--- src/rtl/mux_arbiter.sv ---
// Round-robin arbiter feeding a 32-bit 2:1 mux from two valid/ready requesters.
// Grants are held for bursts of up to MAX_BURST words; the muxed word is registered in a one-entry output stage.
module mux_arbiter #(
    parameter int WIDTH     = 32,
    parameter int MAX_BURST = 4
) (
    input  logic             clk,
    input  logic             rst_n,
    input  logic             validA,
    input  logic [WIDTH-1:0] dataA,
    output logic             readyA,
    input  logic             validB,
    input  logic [WIDTH-1:0] dataB,
    output logic             readyB,
    output logic             outValid,
    output logic [WIDTH-1:0] outData,
    input  logic             outReady,
    output logic             select
);

    localparam int CNT_W = $clog2(MAX_BURST) + 1;
    localparam logic [CNT_W-1:0] LAST_CNT = CNT_W'(MAX_BURST - 1);
    localparam logic [CNT_W-1:0] CNT_ZERO = {CNT_W{1'b0}};
    localparam logic [CNT_W-1:0] CNT_ONE  = CNT_W'(1);

    typedef enum logic [1:0] {
        IDLE    = 2'd0,
        GRANT_A = 2'd1,
        GRANT_B = 2'd2
    } state_t;

    state_t             state_r;
    logic [CNT_W-1:0]   burst_cnt_r;
    logic               last_sel_r;

    logic               can_load_s;
    logic               xfer_a_s;
    logic               xfer_b_s;
    logic               burst_last_s;

    // The team 2:1 mux: 0 picks A, 1 picks B.
    function automatic logic [WIDTH-1:0] mux2(
        input logic             sel,
        input logic [WIDTH-1:0] in_a,
        input logic [WIDTH-1:0] in_b
    );
        logic [WIDTH-1:0] res;
        if (sel) begin
            res = in_b;
        end else begin
            res = in_a;
        end
        return res;
    endfunction

    // Handshake decode: a requester is accepted only while granted and the output stage can take a word.
    always_comb begin
        can_load_s   = !outValid || outReady;
        readyA       = (state_r == GRANT_A) && can_load_s;
        readyB       = (state_r == GRANT_B) && can_load_s;
        xfer_a_s     = validA && readyA;
        xfer_b_s     = validB && readyB;
        burst_last_s = (burst_cnt_r == LAST_CNT);
    end

    // Grant FSM with registered select, burst counter and round-robin history.
    always_ff @(posedge clk or negedge rst_n) begin
        if (!rst_n) begin
            state_r     <= IDLE;
            select      <= 1'b0;
            burst_cnt_r <= CNT_ZERO;
            last_sel_r  <= 1'b1;
        end else begin
            case (state_r)
                IDLE: begin
                    burst_cnt_r <= CNT_ZERO;
                    if (validA && validB) begin
                        // Tie goes to whichever side was not served last.
                        if (last_sel_r) begin
                            state_r <= GRANT_A;
                            select  <= 1'b0;
                        end else begin
                            state_r <= GRANT_B;
                            select  <= 1'b1;
                        end
                    end else if (validA) begin
                        state_r <= GRANT_A;
                        select  <= 1'b0;
                    end else if (validB) begin
                        state_r <= GRANT_B;
                        select  <= 1'b1;
                    end else begin
                        state_r <= IDLE;
                    end
                end
                GRANT_A: begin
                    if (!validA) begin
                        last_sel_r  <= 1'b0;
                        burst_cnt_r <= CNT_ZERO;
                        if (validB) begin
                            state_r <= GRANT_B;
                            select  <= 1'b1;
                        end else begin
                            state_r <= IDLE;
                        end
                    end else if (xfer_a_s && burst_last_s) begin
                        last_sel_r  <= 1'b0;
                        burst_cnt_r <= CNT_ZERO;
                        if (validB) begin
                            state_r <= GRANT_B;
                            select  <= 1'b1;
                        end else begin
                            state_r <= GRANT_A;
                        end
                    end else if (xfer_a_s) begin
                        burst_cnt_r <= burst_cnt_r + CNT_ONE;
                    end else begin
                        state_r <= GRANT_A;
                    end
                end
                GRANT_B: begin
                    if (!validB) begin
                        last_sel_r  <= 1'b1;
                        burst_cnt_r <= CNT_ZERO;
                        if (validA) begin
                            state_r <= GRANT_A;
                            select  <= 1'b0;
                        end else begin
                            state_r <= IDLE;
                        end
                    end else if (xfer_b_s && burst_last_s) begin
                        last_sel_r  <= 1'b1;
                        burst_cnt_r <= CNT_ZERO;
                        if (validA) begin
                            state_r <= GRANT_A;
                            select  <= 1'b0;
                        end else begin
                            state_r <= GRANT_B;
                        end
                    end else if (xfer_b_s) begin
                        burst_cnt_r <= burst_cnt_r + CNT_ONE;
                    end else begin
                        state_r <= GRANT_B;
                    end
                end
                default: begin
                    state_r     <= IDLE;
                    burst_cnt_r <= CNT_ZERO;
                end
            endcase
        end
    end

    // One-entry output stage: load and consume may happen in the same cycle.
    always_ff @(posedge clk or negedge rst_n) begin
        if (!rst_n) begin
            outValid <= 1'b0;
            outData  <= {WIDTH{1'b0}};
        end else if (xfer_a_s || xfer_b_s) begin
            outValid <= 1'b1;
            outData  <= mux2(select, dataA, dataB);
        end else if (outReady) begin
            outValid <= 1'b0;
        end else begin
            outValid <= outValid;
        end
    end

endmodule

--- config.mk ---
export PLATFORM = sky130hd
export DESIGN_NAME = mux_arbiter
export DESIGN_NICKNAME = d
export VERILOG_FILES = /design/src/rtl/mux_arbiter.sv
export SDC_FILE = /design/constraint.sdc
export NUM_CORES = 1
export LEC_CHECK = 0
export ABC_AREA = 1
export CORE_MARGIN = 3
export CORE_UTILIZATION = 35
export DETAILED_ROUTE_END_ITERATION = 7
export PLACE_DENSITY = 0.69
export SLEW_MARGIN = 20
export SYNTH_ARGS = -nofsm -noshare
export SYNTH_HDL_FRONTEND = slang
export SYNTH_SLANG_ARGS = --single-unit
--- constraint.sdc ---
create_clock -name clk -period 1.7 [get_ports clk]
set_input_delay 0.425 -clock clk [delete_from_list [all_inputs] [get_ports clk]]
set_output_delay 0.425 -clock clk [all_outputs]
set_load 0.05 [all_outputs]
==> results_dict.tcl <==
set metrics [dict create \
    die_width_um 88.1 \
    worst_path_dominant_cell_family "flip-flops" \
    timing.critical_path.depth 5 \
    status "completed" \
    critical_path_required_ns 1.27 \
    ioPinCount 105 \
    crit_path_buffers_inverters 3 \
    synth_seq_area_share_pct 42.5 \
    path_max_fanout 4 \
    total_of_hold_buffers_inserted_after_clock_tree_synthesis 0 \
    initial_core_utilization_pct 36.5 \
    finalWirelength_um 5470 \
    r2r-end "outData[1]$_DFFE_PN0P_" \
    synth.top_cells.by_area "sky130_fd_sc_hd__dfrtp_1 41%, sky130_fd_sc_hd__nand2_1 16%, sky130_fd_sc_hd__o21ai_2 12%, sky130_fd_sc_hd__inv_1 7.5%, sky130_fd_sc_hd__o21ai_0 7.4%" \
    crit_path_max_incr_delay_ns 0.45 \
    cpMaxStageDelayCell "sky130_fd_sc_hd__dfrtp_2" \
    power_density_nw_per_um2 1880 \
    numCtsBuffers 5 \
    cts_clock_pin_slew_for_the_worst_setup_and_hold_paths_ns 0.08 \
    num_antenna_cells 0 \
    cell_area_synth_um2 2360 \
    syn_nets 382 \
    power.ir.vdd_worst_uv 899 \
    cts-root-buf "sky130_fd_sc_hd__clkbuf_8" \
    drive_gt1_share_pct 26.6 \
    max_slew_margin_vs_limit_pct 70.0 \
    timing_worst_slew_pin_value_ns 0.450 \
    cp_data_arrival_time_ns 1.24 \
    syn_avg_cell_area_um2 7.71 \
    num-fill-cells 609 \
    critical_path_cell_by_cell "inv_2 -> ha_4 -> inv_4 -> nor2_4 -> buf_12" \
    layout_overhead_on_the_synthesized_area_pct 56.1 \
    cap_viol_max_count 0 \
    warning_count_from_the_yosys_run 0 \
    buffer_ports.inserted 104 \
    track_usage_pct 14.0 \
    detail_route.wl_per_cell_um 11.0 \
    drt-initial-drc-count 59 \
    critical_path.reg2reg.startpoint "state_r[0]$_DFFE_PN0P_" \
    grt_antenna_before_repair 0 \
    final-setup-viol-count 0 \
    postSynthRegisterBits 40 \
    finalHoldViolations 0 \
    startpoint_type "flip-flop" \
    routed-via-count 2199 \
    worst-r2r-cell-count 11 \
    placement.cell_area_um2 3490 \
    htree_levels 2 \
    synth_enable_flop_cells 0 \
    clock_sink_count 40 \
    drtPass1Iterations 5 \
    vias_in_the_first_global_route 2011 \
    half_perimeter_wire_length_after_detailed_placement_um 4360 \
    netlist.area_leader.share_pct 41.4 \
    timing.setup.critical_path_class "flip-flop to output pin" \
    die_h_um 88.1 \
    leading_register_cell_type_out_of_synthesis "sky130_fd_sc_hd__dfrtp_1" \
    coreArea_um2 6460 \
    grt.overflow.total 0 \
    grt_start_max_net_pins 37 \
    worst_clock_skew_ns 0.00501 \
    final_design_area_no_fill_um2 3680 \
    cts-root-to-sink-buffers 2 \
    post_synth_num_cell_types 19 \
    post_synthesis_cells 306 \
    vias_per_cell 4.42 \
    die_area_um2 7760 \
    drc_errors 0 \
    hp-class "input port to async pin" \
    number_of_slew_limit_violations_in_the_final_report 0 \
    reg2reg_setup_slack_ns 0.10 \
    p_leak_nw 1.86 \
    worstSetupEndpointType "output pin" \
    wire_length_of_the_first_global_routing_pass_um 8770 \
    rsz_0062_raised_after_global_routing "true" \
    num-nets-final 496 \
    hold-worst-slack_ns 0.0846 \
    cts_tree "built" \
    final_min_period_over_clock_period_pct 97.7 \
    post-route-min-period_ns 1.66 \
    synth.largest_area_cell "sky130_fd_sc_hd__dfrtp_1" \
    clock_latency_late_sink_ns 0.28 \
    drt_antenna_net_count 0 \
    synth_async_sr_flop_share_pct 100 \
    fp-row-count 29 \
    globalplace.congestion 0.778 \
    clock.fmax_mhz 602 \
]
==> sequential cells by signal (all words and copies together) (netlist names) <==
name / flops
state_r: 2
last_sel_r: 1
select: 1
outData: 32
burst_cnt_r: 3
outValid: 1
==> synthesized netlist by cell type, types with 3 or more instances <==
master,number
sky130_fd_sc_hd__inv_1,47
sky130_fd_sc_hd__buf_2,5
sky130_fd_sc_hd__o21ai_0,35
sky130_fd_sc_hd__nand2_1,103
sky130_fd_sc_hd__o21ai_2,32
sky130_fd_sc_hd__nand3_1,5
sky130_fd_sc_hd__clkbuf_1,3
sky130_fd_sc_hd__ha_1,7
sky130_fd_sc_hd__inv_2,3
sky130_fd_sc_hd__nand3b_1,4
sky130_fd_sc_hd__buf_6,6
sky130_fd_sc_hd__nand2_2,3
sky130_fd_sc_hd__nor2_1,7
sky130_fd_sc_hd__dfrtp_1,39
==> per-stage QoR <==
stage / setup WS (ns) / utilization, % / instances / setup TNS [ns] / power [mW]
after global placement: -0.0653 / 54.0 / 486 / -1.83 / 6.02
final: 0.0384 / 57.0 / 498 / 0 / 6.93
after detailed placement: -0.0612 / 54.0 / 486 / -1.72 / 6.09
after CTS: 0.00316 / 56.5 / 497 / 0 / 6.98
after global routing: -0.0155 / 57.0 / 498 / -0.0231 / 7.43
after floorplan: -0.0504 / - / 306 / -0.101 / 4.73
==> worst max-delay path by stage <==
stage,start,endpoint,slack [ns]
3_5_place_dp,outReady,readyB,-0.06
2_1_floorplan,outValid$_DFFE_PN0P_,readyA,-0.05
4_1_cts,state_r[0]$_DFFE_PN0P_,readyB,0.003
6_report,state_r[0]$_DFFE_PN0P_,readyB,0.04
3_3_place_gp,outReady,readyB,-0.07
5_1_grt,state_r[0]$_DFFE_PN0P_,readyB,-0.02
==> final cells by class <==
class | instances | area (um^2) | area share (%)
clock buffers | 6 | 82.6 | 2.24
inverters | 50 | 193 | 5.23
repair buffers | 121 | 1160 | 31.5
clock inverters | 2 | 38.8 | 1.05
well taps | 77 | 96.3 | 2.62
flip-flops and latches | 40 | 1000 | 27.3
multi-input cells | 202 | 1110 | 30.1
==> per-layer routing <==
metal  vias to the layer above  wire length [um]  GRT usage (%)
li1                       1175                 -              -
met1                       968              2330           16.5
met2                        54              2710           25.7
met3                         2               406           3.76
met4                         0                19           2.75
met5                         -                 0              0
==> where the power goes <==
group | internal, mW | leakage [nW] | switching [mW]
registers | 1.40 | 0.495 | 0.245
clock network | 0.480 | 0.0614 | 0.317
logic | 1.58 | 1.31 | 2.91
total | 3.46 | 1.86 | 3.47
==> layout by cell type (no fill, tap or decap) <==
cell                              count
sky130_fd_sc_hd__nand2_1            102
sky130_fd_sc_hd__clkdlybuf4s50_1     66
sky130_fd_sc_hd__buf_4               46
sky130_fd_sc_hd__inv_1               44
sky130_fd_sc_hd__dfrtp_1             37
sky130_fd_sc_hd__o21ai_0             35
sky130_fd_sc_hd__o21ai_2             32
sky130_fd_sc_hd__buf_12               7
sky130_fd_sc_hd__clkbuf_8             6
sky130_fd_sc_hd__nand3_1              5
sky130_fd_sc_hd__nor2_1               5
sky130_fd_sc_hd__ha_1                 5
sky130_fd_sc_hd__inv_2                4
sky130_fd_sc_hd__nand2_2              4
sky130_fd_sc_hd__nand3b_1             4
sky130_fd_sc_hd__inv_4                2
sky130_fd_sc_hd__nor2_4               2
sky130_fd_sc_hd__nand4_1              2
sky130_fd_sc_hd__a21oi_1              2
sky130_fd_sc_hd__ha_4                 2
sky130_fd_sc_hd__dfrtp_2              2
sky130_fd_sc_hd__nor2_2               1
sky130_fd_sc_hd__o21bai_1             1
sky130_fd_sc_hd__clkinv_4             1
sky130_fd_sc_hd__bufinv_16            1
sky130_fd_sc_hd__dlygate4sd2_1        1
sky130_fd_sc_hd__buf_2                1
sky130_fd_sc_hd__dfstp_2              1
==> timing repair <==
| action | CTS | global route |
|---|---|---|
| buffers inserted | 3 | 1 |
| gates resized for setup | 10 | 4 |
| setup endpoints to repair | 2 | 9 |
| pin swaps | 2 | 0 |
| hold endpoints to repair | 0 | 0 |
==> logic make-up after synthesis <==
family / count (synthesis) / share of synthesized area, %
and+or+nand+nor: 125 / 21.4
AOI/OAI and AO/OA: 70 / 20.0
DFF: 40 / 42.5
buffers and inverters: 64 / 12.4
adders and majority gates: 7 / 3.71
No activity file was read; power rests on OpenSTA's default activity.
